File: src/rtl/alu_chain.sv
// Sequencer that runs one K*N-bit operation on an external N-bit alu slice,
// issuing one slice per cycle LSB-first and chaining carry/borrow between slices.
module alu_chain #(
  parameter int N    = 8,
  parameter int K    = 4,
  parameter int AC_N = 3
) (
  input  logic            clk,
  input  logic            rst,
  input  logic            start,
  input  logic [AC_N-1:0] op,
  input  logic [K*N-1:0]  opd_a,
  input  logic [K*N-1:0]  opd_b,
  input  logic            cin,
  output logic            busy,
  output logic            done,
  output logic [K*N-1:0]  result,
  output logic            carry,
  output logic            zero,
  output logic [AC_N-1:0] alu_cs,
  output logic [N-1:0]    alu_a,
  output logic [N-1:0]    alu_b,
  output logic            alu_cin,
  input  logic [N-1:0]    alu_s,
  input  logic            alu_cout
);

  localparam int W  = K * N;
  localparam int IW = (K > 1) ? $clog2(K) : 1;

  // Opcode encoding shared with the alu slice.
  localparam logic [AC_N-1:0] AC_AD  = AC_N'(0);
  localparam logic [AC_N-1:0] AC_SB  = AC_N'(1);
  localparam logic [AC_N-1:0] AC_ADX = AC_N'(2);
  localparam logic [AC_N-1:0] AC_SBX = AC_N'(3);
  localparam logic [AC_N-1:0] AC_LS  = AC_N'(6);

  typedef enum logic [1:0] {S_IDLE, S_RUN, S_DONE} state_t;

  state_t          state_q, state_d;
  logic [IW-1:0]   idx_q, idx_d;
  logic [AC_N-1:0] op_q, op_d;
  logic [W-1:0]    a_q, a_d, b_q, b_d;
  logic [W-1:0]    result_q, result_d;
  logic            cin_q, cin_d;
  logic            cprev_q, cprev_d;
  logic            carry_q, carry_d;
  logic            first, last;
  int              base;

  assign first  = (idx_q == '0);
  assign last   = (idx_q == IW'(K - 1));
  assign busy   = (state_q == S_RUN);
  assign done   = (state_q == S_DONE);
  assign result = result_q;
  assign carry  = carry_q;
  assign zero   = ~|result_q;

  // Slice issue: operand slices, per-slice opcode and chained carry-in.
  always_comb begin
    base    = int'(idx_q) * N;
    alu_cs  = op_q;
    alu_a   = '0;
    alu_b   = '0;
    alu_cin = 1'b0;
    if (state_q == S_RUN) begin
      alu_a = a_q[base +: N];
      alu_b = b_q[base +: N];
      case (op_q)
        AC_AD:  alu_cin = first ? cin_q : cprev_q;
        AC_ADX: begin
          alu_cs  = first ? AC_ADX : AC_AD;
          alu_cin = first ? 1'b0 : cprev_q;
        end
        AC_SB:  alu_cin = first ? cin_q : ~cprev_q;
        AC_SBX, AC_LS: begin
          alu_cs  = first ? AC_SBX : AC_SB;
          alu_cin = first ? 1'b0 : ~cprev_q;
        end
        default: alu_cin = 1'b0;
      endcase
    end
  end

  always_comb begin
    state_d  = state_q;
    idx_d    = idx_q;
    op_d     = op_q;
    a_d      = a_q;
    b_d      = b_q;
    cin_d    = cin_q;
    result_d = result_q;
    cprev_d  = cprev_q;
    carry_d  = carry_q;
    case (state_q)
      S_IDLE, S_DONE: begin
        if (start) begin
          state_d  = S_RUN;
          idx_d    = '0;
          op_d     = op;
          a_d      = opd_a;
          b_d      = opd_b;
          cin_d    = cin;
          result_d = '0;
          carry_d  = 1'b0;
          cprev_d  = 1'b0;
        end else begin
          state_d = S_IDLE;
        end
      end
      S_RUN: begin
        result_d[base +: N] = alu_s;
        cprev_d             = alu_cout;
        idx_d               = idx_q + IW'(1);
        if (last) begin
          state_d = S_DONE;
          idx_d   = '0;
          if (op_q == AC_AD || op_q == AC_ADX || op_q == AC_SB || op_q == AC_SBX)
            carry_d = alu_cout;
          // Less-than collapses to the final borrow of a - b.
          if (op_q == AC_LS)
            result_d = {{(W-1){1'b0}}, alu_cout};
        end
      end
      default: state_d = S_IDLE;
    endcase
  end

  always_ff @(posedge clk) begin
    if (rst) begin
      state_q  <= S_IDLE;
      idx_q    <= '0;
      op_q     <= '0;
      result_q <= '0;
      cprev_q  <= 1'b0;
      carry_q  <= 1'b0;
    end else begin
      state_q  <= state_d;
      idx_q    <= idx_d;
      op_q     <= op_d;
      result_q <= result_d;
      cprev_q  <= cprev_d;
      carry_q  <= carry_d;
    end
  end

  always_ff @(posedge clk) begin
    a_q   <= a_d;
    b_q   <= b_d;
    cin_q <= cin_d;
  end

endmodule
File: config.mk
export PLATFORM = sky130hd
export DESIGN_NAME = alu_chain
export DESIGN_NICKNAME = d
export VERILOG_FILES = /design/src/rtl/alu_chain.sv
export SDC_FILE = /design/constraint.sdc
export NUM_CORES = 1
export LEC_CHECK = 0
export CORE_ASPECT_RATIO = 1.2
export CORE_UTILIZATION = 46
export DETAILED_ROUTE_END_ITERATION = 7
export PLACE_DENSITY = 0.8
export SKIP_CTS_REPAIR_TIMING = 1
export SLEW_MARGIN = 20
export SYNTH_ARGS = -nofsm -noshare
export SYNTH_HDL_FRONTEND = slang
export SYNTH_SLANG_ARGS = --single-unit
export TNS_END_PERCENT = 10
File: constraint.sdc
create_clock -name clk -period 4.02 [get_ports clk]
set_input_delay 0.804 -clock clk [delete_from_list [all_inputs] [get_ports clk]]
set_output_delay 0.804 -clock clk [all_outputs]
set_load 0.005 [all_outputs]
==> summary.txt, run 1 <==
Synth
  • Cell variety after synth: 40
  • Seq/Total Area, Yosys: 65.76%
  • Post-synthesis cell area: 0.004217 mm²
  • Yosys top cell by area: edfxtp_1
  • Synth top area cells: edfxtp_1, dfxtp_1, mux4_2
  • Number of synthesized register bits: 106
  • Syn nets: 363
  • Synthesized instance count: 277
  • Yosys warns: 0
  • Share of the synthesized area in the top cell type: 46.29%
  • Avg Cell Area, Syn: 15.22 µm²

Place
  • Placer congestion estimate: 0.7708
  • Buffers on Ports: 135
  • Detailed Place HPWL: 6.710 mm
  • Place WS: 1044 ps

Worst setup path
  • Beginning of the critical path: idx_q[0]
  • Critical Path Sink Type: output port
  • RR Startpoint: idx_q[0]
  • Critical Path Max Stage Delay: 680 ps
  • Critical path fanouts, max: 11
  • Critical Path RT: 3220 ps
  • Slowest CP cell: dfxtp_1
  • Critical Path Start Type: flop
  • Critical Path, Cell by Cell: inv_1, ha_1, o21bai_1, a221oi_1, clkdlybuf4s50_1
  • CP top delay family: buffers and inverters
  • CP Data Arrival Time: 2530 ps
  • CP bufs+invs: 2
  • Crit path kind: reg -> out

Layout
  • Multi-input gate area: 0.001339 mm²
  • Number of fill cells in the layout: 624
  • Most common library cell in the layout ignoring fill and taps: clkdlybuf4s50_1
  • Commonest cells after routing, fill and taps aside: clkdlybuf4s50_1, edfxtp_1, dfxtp_1
  • Storage cell area: 0.002773 mm²
  • Net count, final: 499
  • Antenna Cells: 0
  • P&R area growth vs syn: 38.78%
  • Layout cell share with drive strength beyond 1: 16.99%

Timing
  • Endpoints failing hold: 0
  • Fin Hold WS: 521.5 ps
  • Worst-Margin Slew: 577.3 ps
  • Fin crit share: 82.90%
  • Fmax: 300.1 MHz
  • Setup TNS: 0 ps
  • RSZ-0062 raised after global routing: false
  • Final Max Slew Viols: 0
  • Worst Slack Setup Final: 687.6 ps
  • Layout Skew: 12.14 ps
  • Final Setup Violations: 0
  • Crit path time final: 3332 ps
  • Slew HR: 61.51%

Route
  • DR vias/cell: 5.262
  • # DRC: 0
  • Final wirelength: 8.829 mm
  • Avg WL per Cell: 16.50 µm
  • Routed via count: 2815
  • Post-DRT Antenna Nets: 0
  • DR iter-0 viols: 113
  • First-pass detailed-route iteration total: 4

Power
  • Pwr dens: 354.6 mW/mm²
  • P_leak: 2.056 nW
  • VDD IR max: 0.0002409 V
  • P_int: 0.001605 W
  • Psw: 0.0004704 W
  • Clock network fraction of design power: 27.0%
  • Sw Ratio: 22.67%
  • Comb power frac: 13.6%
  • Register share of total power: 59.3%

Floorplanning
  • Die X: 89.40 µm
  • Die area: 0.009555 mm²
  • Chip height: 106.9 µm
  • Row Count: 37
  • Core area: 0.008750 mm²
  • Initial core utilization: 48.19%
  • Top Ports: 136

Outcome
  • Outcome: finished, final reports clean

Clocking
  • Clock transition at path regs: 90 ps
  • Clk buf depth: 2
  • CTS tree: done
  • CTS Buf Count: 9
  • Root Buffer: clkbuf_8
  • Clk Latency, worst-skew pair: 350 ps
  • H-tree Lvls: 3
  • Sink Count: 106

Global route
  • Initial antenna violation count: 0
  • GRT overflow: 0
  • Vias in the first global route: 2940
  • Global-route wire length before repair: 14.01 mm
  • Largest net degree at the start of global routing: 33
  • Global Route Usage Sum: 19.93%

Job
  • Max_cap viols: 0

Hold path
  • Hold crit path type: reg -> reg
  • Hold_sp: result[19]
per-layer routing:
metal  wire length [µm]  GRT usage (%)  vias up  share of wire, %
li1                   -              -     1349                 -
met1               3444          22.25     1334                39
met2               4666          35.61      116                53
met3                568          5.851       16               6.4
met4                150          6.803        0               1.7
met5                  0              0        -                 0
cell families (layout without fill, tap and decap cells):
logic type	count (synthesis)	after routing	synth area share, %
buffers and inverters	23	164	2.493
muxes	16	16	8.546
DFF	106	106	65.76
adders and majority gates	6	6	1.780
AOI/OAI and AO/OA	54	54	11.28
and+or+nand+nor	72	72	10.15
power by group through the flow:
| stage | Combinational, W | Sequential, W | Clock (W) |
|---|---|---|---|
| after floorplan | 0.000131 | 0.00125 | 0 |
| after global placement | 0.000280 | 0.00125 | 0 |
| after detailed placement | 0.000284 | 0.00126 | 0 |
| after CTS | 0.000286 | 0.00123 | 0.000583 |
| after global routing | 0.000309 | 0.00124 | 0.000625 |
| final | 0.000282 | 0.00123 | 0.000561 |
path summary, 6_finish.rpt:
kind	end	slack, ps	cells past startpoint
max	alu_cin	690	5
min	result[19]	520	1
max reg2reg	result[7]	1620	6
min reg2reg	result[19]	520	1
cell usage after synthesis, drive strengths merged:
| master | n |
|---|---|
| nor3b | 1 |
| a22oi | 9 |
| dfxtp | 41 |
| nor2b | 2 |
| mux4 | 16 |
| or3 | 3 |
| o22ai | 1 |
| and2 | 16 |
| buf | 10 |
| nor2 | 17 |
| a221oi | 1 |
| clkbuf | 5 |
| o2111ai | 1 |
| and4b | 3 |
| o31ai | 1 |
| nand4 | 2 |
| and4 | 2 |
| a31oi | 2 |
| nand2 | 9 |
| o21bai | 1 |
| nand3b | 1 |
| and3 | 1 |
| or3b | 1 |
| ha | 6 |
| a221o | 1 |
| nor3 | 1 |
| a21oi | 11 |
| a22o | 24 |
| edfxtp | 65 |
| nor4 | 9 |
| inv | 8 |
| nand2b | 4 |
| o31a | 1 |
| a31o | 1 |
metrics by stage:
stage                     power (W)  utilization [%]  cells  area, µm²
after detailed placement   0.001542            65.02    519       5689
final                      0.002075            66.88    535       5852
after global routing       0.002170            66.88    535       5852
after global placement     0.001534            65.02    519       5689
after CTS                  0.002102            66.88    535       5852
after floorplan            0.001381                -    277       4217
final cells by class:
class,instances,area share [%]
multi-input cells,148,22.88
clock inverters,5,0.5131
repair buffers,140,23.95
well taps,117,2.502
clock buffers,11,2.266
flip-flops and latches,106,47.38
inverters,8,0.5131
worst reg2reg max path: stages (launching register included):
cell	delay, ps
dfxtp_1	680
inv_1	180
ha_1	280
or3b_2	440
o22ai_1	450
a22oi_1	180
nor2_1	110
registers in the layout, indices dropped and copies added (netlist names):
| register | cells |
|---|---|
| a_q | 32 |
| b_q | 32 |
| carry | 1 |
| cin_q | 1 |
| cprev_q | 1 |
| idx_q | 2 |
| op_q | 3 |
| result | 32 |
| state_q | 2 |
No activity file was read; power rests on OpenSTA's default activity.
==> run 2, diff against run 1 <==
clock period = 3.4 ns   (was 4.02 ns; I/O delays follow)
==> run 2 against run 1 <==
Global-route usage is 0.51 points higher. Via count increased by 0.89%. Flip-flop and latch count unchanged. Total power is 23% higher. First-iteration DRC count decreased by 17%. Critical path depth rose by 1. Worst hold slack about the same. Combinational power increased by 20%. Design area is 0.51% higher. Worst setup slack got worse by 280 ps. Die area stayed put. Non-clock buffer count unchanged. Critical endpoint unchanged. Largest cell class unchanged. Largest power group unchanged. Highest routed layer unchanged.
==> summary.txt, run 2 (same netlist as run 1, synthesis figures left out) <==
Clocking
  • H-tree Lvls: 3
  • CTS tree: done
  • Root Buffer: clkbuf_8
  • CTS Buf Count: 9
  • Sink Count: 106
  • Clock transition at path regs: 100 ps
  • Clk buf depth: 2
  • Clk Latency, worst-skew pair: 360 ps

Layout
  • Most common library cell in the layout ignoring fill and taps: clkdlybuf4s50_1
  • P&R area growth vs syn: 39.50%
  • Number of fill cells in the layout: 608
  • Storage cell area: 0.002773 mm²
  • Multi-input gate area: 0.001339 mm²
  • Net count, final: 499
  • Antenna Cells: 0
  • Commonest cells after routing, fill and taps aside: clkdlybuf4s50_1, edfxtp_1, dfxtp_1
  • Layout cell share with drive strength beyond 1: 17.22%

Timing
  • Worst-Margin Slew: 613.9 ps
  • Endpoints failing hold: 0
  • Slew HR: 59.07%
  • Layout Skew: 8.146 ps
  • Crit path time final: 2997 ps
  • RSZ-0062 raised after global routing: false
  • Fmax: 333.6 MHz
  • Fin crit share: 88.15%
  • Final Setup Violations: 0
  • Worst Slack Setup Final: 402.8 ps
  • Final Max Slew Viols: 0
  • Setup TNS: 0 ps

Power
  • P_leak: 2.066 nW
  • Pwr dens: 435.5 mW/mm²
  • VDD IR max: 0.0003090 V

Global route
  • Met1 GRT Util: 23.08%
  • Met2 Usage GRT: 36.48%
  • Global Route Usage Sum: 20.44%
  • Vias in the first global route: 2936
  • GRT overflow: 0
  • Grt met3 use: 6.159%
  • Initial antenna violation count: 0
  • Layer with the highest usage: met2
  • Largest net degree at the start of global routing: 62
  • Global-route wire length before repair: 14.34 mm

Worst setup path
  • CP top delay family: buffers and inverters
  • Critical Path Sink Type: output port
  • Critical Path, Cell by Cell: buf_4, inv_1, ha_1, o21bai_1, a221oi_1, clkdlybuf4s50_1
  • Crit path kind: reg -> out
  • CP Data Arrival Time: 2320 ps
  • Critical Path Start Type: flop
  • CP bufs+invs: 3
  • Critical path fanouts, max: 12
  • Slowest CP cell: clkdlybuf4s50_1
  • Critical Path Max Stage Delay: 550 ps
  • Critical Path RT: 2720 ps

Place
  • Buffers on Ports: 135
  • Detailed Place HPWL: 6.627 mm
  • Placer congestion estimate: 0.7922
  • Place WS: 772.1 ps

Floorplanning
  • Die X: 89.40 µm
  • Row Count: 37
  • Core area: 0.008750 mm²
  • Initial core utilization: 48.19%
  • Chip height: 106.9 µm
  • Die area: 0.009555 mm²
  • Top Ports: 136

Route
  • First-pass detailed-route iteration total: 4
  • Avg WL per Cell: 16.96 µm
  • # DRC: 0
  • Post-DRT Antenna Nets: 0
  • Final wirelength: 9.071 mm
  • Routed via count: 2840
  • DR vias/cell: 5.308
  • DR iter-0 viols: 94

Outcome
  • Outcome: finished, final reports clean

Hold path
  • Hold crit path type: reg -> reg

Job
  • Max_cap viols: 0
[run 2: cell count changes in the layout (fill, tap and decap cells not counted)]
cell	before	now
clkinv_4	0	1
clkbuf_2	1	0
clkinv_2	2	1
clkbuf_1	1	0
bufinv_16	0	1
clkinvlp_2	0	1
[run 2: worst paths after layout]
path                            startpoint    endpoint  slack (ps)  cells after the start
worst min-delay path            result[16]  result[16]         520                      1
worst min register to register  result[16]  result[16]         520                      1
worst max register to register    idx_q[0]   result[5]        1190                      7
worst max-delay path              idx_q[0]     alu_cin         400                      6
[run 2: metal layers]
| metal | share of wire [%] | wire, µm |
|---|---|---|
| met1 | 39 | 3581 |
| met2 | 53 | 4824 |
| met3 | 7.0 | 632 |
| met4 | 0.37 | 34 |
| met5 | 0 | 0 |
[run 2: worst register-to-register path, delay by kind of cell (launching register included)]
kind / cells / cell delay, ps
AO/OA/AOI/OAI: 2 / 670
AND/OR/NAND/NOR: 2 / 570
buffers and inverters: 2 / 320
adder cells (fa/ha/maj): 1 / 250
flip-flops: 1 / 340
[run 2: cell type report]
type / count / share of cell area (%)
flip-flops and latches: 106 / 47.14
repair buffers: 140 / 23.82
multi-input cells: 148 / 22.76
well taps: 117 / 2.489
clock buffers: 9 / 2.106
clock inverters: 7 / 1.170
inverters: 8 / 0.5105
[run 2: where the power goes]
part           switching [W]  internal, W
combinational       0.000140     0.000199
sequential         0.0000222      0.00143
clock               0.000430     0.000339
total               0.000592      0.00197
[run 2: metrics by stage]
| step | cells | cell area (µm²) | util, % | total power (W) | hold WS (ps) |
|---|---|---|---|---|---|
| 6_report | 535 | 5882 | 67.22 | 0.002561 | 521.4 |
| 2_1_floorplan | 277 | 4217 | - | 0.001633 | 473.5 |
| 3_5_place_dp | 519 | 5689 | 65.02 | 0.001826 | 495.7 |
| 3_3_place_gp | 519 | 5689 | 65.02 | 0.001816 | 497.4 |
| 4_1_cts | 535 | 5882 | 67.22 | 0.002584 | 518.8 |
| 5_1_grt | 535 | 5882 | 67.22 | 0.002667 | 547.9 |
==> run 3, diff against run 2 <==
CORE_UTILIZATION = 24   (was 46)
PLACE_DENSITY = unset   (was 0.8)
==> run 3 against run 2 <==
Total power is 9.0% higher. Combinational power up 1%. Fmax grew 0.75%. Via count increased by 1.4%. Critical path depth is 2 lower. Worst hold slack got worse by 6.0 ps. Register-to-register slack got worse by 90 ps. Design area increased by 3.7%. Non-clock buffer count unchanged. Sequential power about the same. Clock-buffer cell count stayed put. Sequential share of layout area fell by 1.7 points. Critical endpoint is now alu_a[0]. Largest cell class unchanged. Highest routed layer unchanged.
==> summary.txt, run 3 (same netlist as run 1, synthesis figures left out) <==
Route
  • Avg WL per Cell: 15.94 µm
  • Final wirelength: 10.10 mm
  • Post-DRT Antenna Nets: 0
  • DR iter-0 viols: 132
  • Routed via count: 2880
  • First-pass detailed-route iteration total: 4
  • DR vias/cell: 4.543
  • # DRC: 0

Floorplanning
  • Die X: 123 µm
  • Initial core utilization: 24.74%
  • Core area: 0.01705 mm²
  • Row Count: 52
  • Chip height: 147.2 µm
  • Top Ports: 136
  • Die area: 0.01811 mm²

Worst setup path
  • Crit path kind: reg -> out
  • CP bufs+invs: 2
  • Critical Path RT: 2720 ps
  • Critical Path Max Stage Delay: 550 ps
  • WP depth: 4
  • Critical Path Start Type: flop
  • Reg2Reg Depth: 6
  • CP top delay family: buffers and inverters
  • Critical Path, Cell by Cell: buf_4, mux4_2, and2_1, clkdlybuf4s50_1
  • Slowest CP cell: mux4_2
  • Critical Path Sink Type: output port
  • CP Data Arrival Time: 2290 ps
  • Critical path fanouts, max: 19

Clocking
  • Clk buf depth: 2
  • CTS tree: done
  • Clock transition at path regs: 70 ps
  • Root Buffer: clkbuf_16
  • CTS Buf Count: 9
  • H-tree Lvls: 3
  • Sink Count: 106
  • Clk Latency, worst-skew pair: 350 ps

Global route
  • Initial antenna violation count: 0
  • Vias in the first global route: 3007
  • GRT overflow: 0
  • Largest net degree at the start of global routing: 71
  • Global Route Usage Sum: 11.79%
  • Global-route wire length before repair: 15.93 mm

Layout
  • Net count, final: 499
  • P&R area growth vs syn: 44.69%
  • Storage cell area: 0.002774 mm²
  • Commonest cells after routing, fill and taps aside: clkdlybuf4s50_1, edfxtp_1, dfxtp_1
  • Final Instance Area: 0.006101 mm²
  • Layout cell share with drive strength beyond 1: 17.70%
  • Number of fill cells in the layout: 1690
  • Antenna Cells: 0
  • Most common library cell in the layout ignoring fill and taps: clkdlybuf4s50_1
  • Multi-input gate area: 0.001339 mm²

Timing
  • Worst-Margin Slew: 602.9 ps
  • RSZ-0062 raised after global routing: false
  • Final Max Slew Viols: 0
  • Layout Skew: 5.998 ps
  • Fmax: 336.2 MHz
  • Crit path time final: 2975 ps
  • Fin crit share: 87.49%
  • Slew HR: 59.81%
  • Final Setup Violations: 0
  • Setup TNS: 0 ps
  • Endpoints failing hold: 0

Power
  • P_leak: 2.113 nW
  • Pwr dens: 457.6 mW/mm²
  • P_int: 0.002142 W
  • Register share of total power: 52.1%
  • Total Power Consumption: 0.002791 W
  • VDD IR max: 0.0001985 V
  • Psw: 0.0006498 W
  • Sw Ratio: 23.28%
  • Clock network fraction of design power: 35.6%
  • Comb power frac: 12.3%

Place
  • Dpl cell area: 0.005814 mm²
  • Buffers on Ports: 135
  • Detailed Place HPWL: 7.155 mm
  • Placer congestion estimate: 0.7126

Outcome
  • Outcome: finished, final reports clean

Job
  • Max_cap viols: 0

Hold path
  • Hold Crit Depth: 1
  • Hold crit path type: reg -> reg
## run 3: final cells by class
cell class | count | share of cell area, %
sequential | 106 | 45.47
timing repair buffer | 140 | 22.97
multi-input combinational | 148 | 21.94
tap | 216 | 4.430
clock buffer | 9 | 3.692
clock inverter | 7 | 1.005
inverter | 8 | 0.4922
## run 3: per-layer routing
metal  global-route usage (%)  wire length, µm  vias to the layer above
met3                    4.503              853                       10
li1                         -                -                     1352
met4                    3.614              114                        0
met5                        0                0                        -
met2                    19.24             4886                      114
met1                    14.26             4249                     1404
## run 3: path summary, 6_finish.rpt
path               from    endpoint  slack [ps]
max            idx_q[0]    alu_a[0]         430
min          result[28]  result[28]         520
max reg2reg    idx_q[0]  result[23]        1100
min reg2reg  result[28]  result[28]         520
## run 3: worst reg2reg max path, cell delays in order, from the launching register on
cell	delay (ps)
dfxtp_2	380
buf_4	400
ha_1	340
and4b_1	440
nor4_2	80
and4_1	310
a22o_2	250
## run 3: power by group through the flow
stage / registers (W) / clock network [W] / logic (W)
2_1_floorplan: 0.00148 / 0 / 0.000155
3_3_place_gp: 0.00148 / 0 / 0.000342
3_5_place_dp: 0.00148 / 0 / 0.000348
4_1_cts: 0.00145 / 0.00104 / 0.000351
5_1_grt: 0.00146 / 0.00109 / 0.000375
6_report: 0.00145 / 0.000994 / 0.000344
## run 3: per-stage QoR
stage                     util [%]  std cells  setup WS (ps)  hold slack (ps)
after detailed placement     34.11        618          750.1            500.8
after floorplan                  -        277          322.8            473.5
after global routing         35.79        634          287.9            534.2
after global placement       34.11        618          778.1            495.9
final                        35.79        634          425.2            515.4
after CTS                    35.79        634          358.7            517.7
==> RTL edit: new RTL, settings of run 1 <==
Re-encode `state_t` (3 states) as one-hot, 3 bits wide.
--- a/src/rtl/alu_chain.sv
+++ b/src/rtl/alu_chain.sv
@@ -35,7 +35,7 @@
   localparam logic [AC_N-1:0] AC_SBX = AC_N'(3);
   localparam logic [AC_N-1:0] AC_LS  = AC_N'(6);
 
-  typedef enum logic [1:0] {S_IDLE, S_RUN, S_DONE} state_t;
+  typedef enum logic [2:0] {S_IDLE = 3'b001, S_RUN = 3'b010, S_DONE = 3'b100} state_t;
 
   state_t          state_q, state_d;
   logic [IW-1:0]   idx_q, idx_d;
Formal check against the unedited RTL: no difference found for any inputs over 10 cycles, from zero or initial values and one cycle with rst high; not proved beyond that.
==> RTL edit against run 1 <==
Final cell count is 22% higher; final area rose by 14%; utilization down 3.4 points; routed wire length is 32% higher; worst setup slack worse by 0.017 ns; sequential cell count rose by 1; synthesized cell count increased by 45%; power rose by 10%; area after synthesis grew 18%; fmax decreased by 0.51%; count of clock-buffer cells in the layout shrank 2.
==> RTL edit: results (changes against run 1) <==
path_delay_family: "buffers and inverters"
startpoint: "idx_q[1]"
synth_edf_count: 65  # unchanged
fillers: 800  # +28%
ys_seq_area_share_pct: 56.0  # -9.8 points
synth_nets: 488  # +34%
setup_tns_ns: 0  # unchanged
hold_class: "reg2reg"
grt_max_degree: 68  # +110%
gr-total-overflow: 0  # unchanged
min_path_cells: 2  # +1
wirelength_um: 11700  # +32%
synth_area_leaders: "edfxtp_1 39%, dfxtp_1 17%, mux4_2 7.2%, nand4b_1 5.6%, o211ai_1 4.8%"
cts_buffer_depth: 2  # unchanged
gp_congestion: 0.790  # +2.5%
outcome: "completed"
p_leak_nw: 2.13  # +3.7%
r2r_start: "idx_q[0]"
drt_iter0_drc: 157  # +39%
yosysUniqueCellTypes: 47  # +18%
vias: 3810  # +35%
fin_nets: 604  # +21%
path_max_fanout: 21  # +10
skew_ns: 0.00420  # -0.00794 ns
grt_pass1_wl_um: 18600  # +33%
grtUsageTotal_pct: 21.1  # +1.2 points
antennaDiodeCount: 0  # unchanged
slew-limit-headroom_pct: 45.0  # -16 points
synth_warnings: 0  # unchanged
port_buffers: 135  # unchanged
rr_worst_depth: 6  # unchanged
dp_slack_ns: 1.01  # -0.0325 ns
placed_area_sq_um: 6390  # +12%
worstPathArrival_ns: 2.55  # +0.02 ns
peakVddDrop_v: 0.000282  # +17%
first_pass_iters: 4  # unchanged
cts_inserted_buffers: 9  # unchanged
clk_latency_ns: 0.34
path_clk_slew_ns: 0.07  # -0.02 ns
cpPeakStageDelay_ns: 0.53  # -0.15 ns
cp_slowest_cell: "clkdlybuf4s50_1"
dpl.hpwl_um: 8160  # +22%
postSynth.asyncResetShare_pct: 0  # unchanged
hp-start: "cprev_q"
yosys-top-cells-count: "65 x edfxtp_1, 42 x dfxtp_1, 38 x inv_1"
post_route_cells_drive_above_1_share_pct: 8.24  # -8.7 points
h-tree-depth: 3  # unchanged
clockRootBuffer: "clkbuf_16"
antenna_found_initial: 0  # unchanged
[RTL edit: path summary, 6_finish.rpt]
check,slack [ns],endpoint
setup reg to reg,1.80,result[26]
setup / recovery,0.67,alu_cin
hold / removal,0.50,cprev_q
hold reg to reg,0.50,cprev_q
[RTL edit: final cells by class]
| class | instances | area [sq um] | share of cell area, % |
|---|---|---|---|
| clock buffer | 9 | 225 | 3.38 |
| clock inverter | 6 | 55.1 | 0.825 |
| inverter | 39 | 146 | 2.19 |
| multi-input combinational | 220 | 1890 | 28.4 |
| sequential | 107 | 2790 | 41.9 |
| tap | 129 | 161 | 2.42 |
| timing repair buffer | 141 | 1400 | 20.9 |
[RTL edit: per-layer routing]
| layer | wire, um | track usage (%) | vias to the layer above | share of wire (%) |
|---|---|---|---|---|
| met3 | 896 | 5.69 | 18 | 7.7 |
| li1 | - | - | 1796 | - |
| met5 | 0 | 0 | - | 0 |
| met2 | 6010 | 36.9 | 165 | 52 |
| met1 | 4520 | 24.3 | 1831 | 39 |
| met4 | 235 | 10.2 | 0 | 2.0 |
[RTL edit: cell families after synthesis]
| logic type | after synthesis | synth area share [%] |
|---|---|---|
| adders and majority gates | 6 | 1.50 |
| buffers and inverters | 75 | 6.39 |
| and+or+nand+nor | 140 | 20.4 |
| AOI/OAI and AO/OA | 56 | 8.12 |
| DFF | 107 | 56.0 |
| xor gates and xnor gates | 2 | 0.351 |
| muxes | 16 | 7.22 |
[RTL edit: worst reg2reg max path, stage by stage, from the launching register on]
cell      delay, ns
dfxtp_2        0.51
buf_4          0.43
ha_1           0.35
nand4b_1       0.11
buf_4          0.32
nand4_1        0.25
o211ai_1       0.11
[RTL edit: metrics by stage]
step / util [%] / std cells / total power, W
after floorplan: - / 402 / 0.00135
final: 63.5 / 651 / 0.00229
after global routing: 63.5 / 651 / 0.00237
after global placement: 60.8 / 636 / 0.00146
after detailed placement: 60.8 / 636 / 0.00147
after CTS: 63.5 / 651 / 0.00231
[RTL edit: power by group]
| group | internal, W | switching (W) | leakage [nW] | total, W |
|---|---|---|---|---|
| Combinational | 0.000119 | 0.0000843 | 1.03 | 0.000203 |
| Clock | 0.000431 | 0.000414 | 0.139 | 0.000844 |
| Sequential | 0.00122 | 0.0000198 | 0.959 | 0.00124 |
| Total | 0.00177 | 0.000518 | 2.13 | 0.00229 |
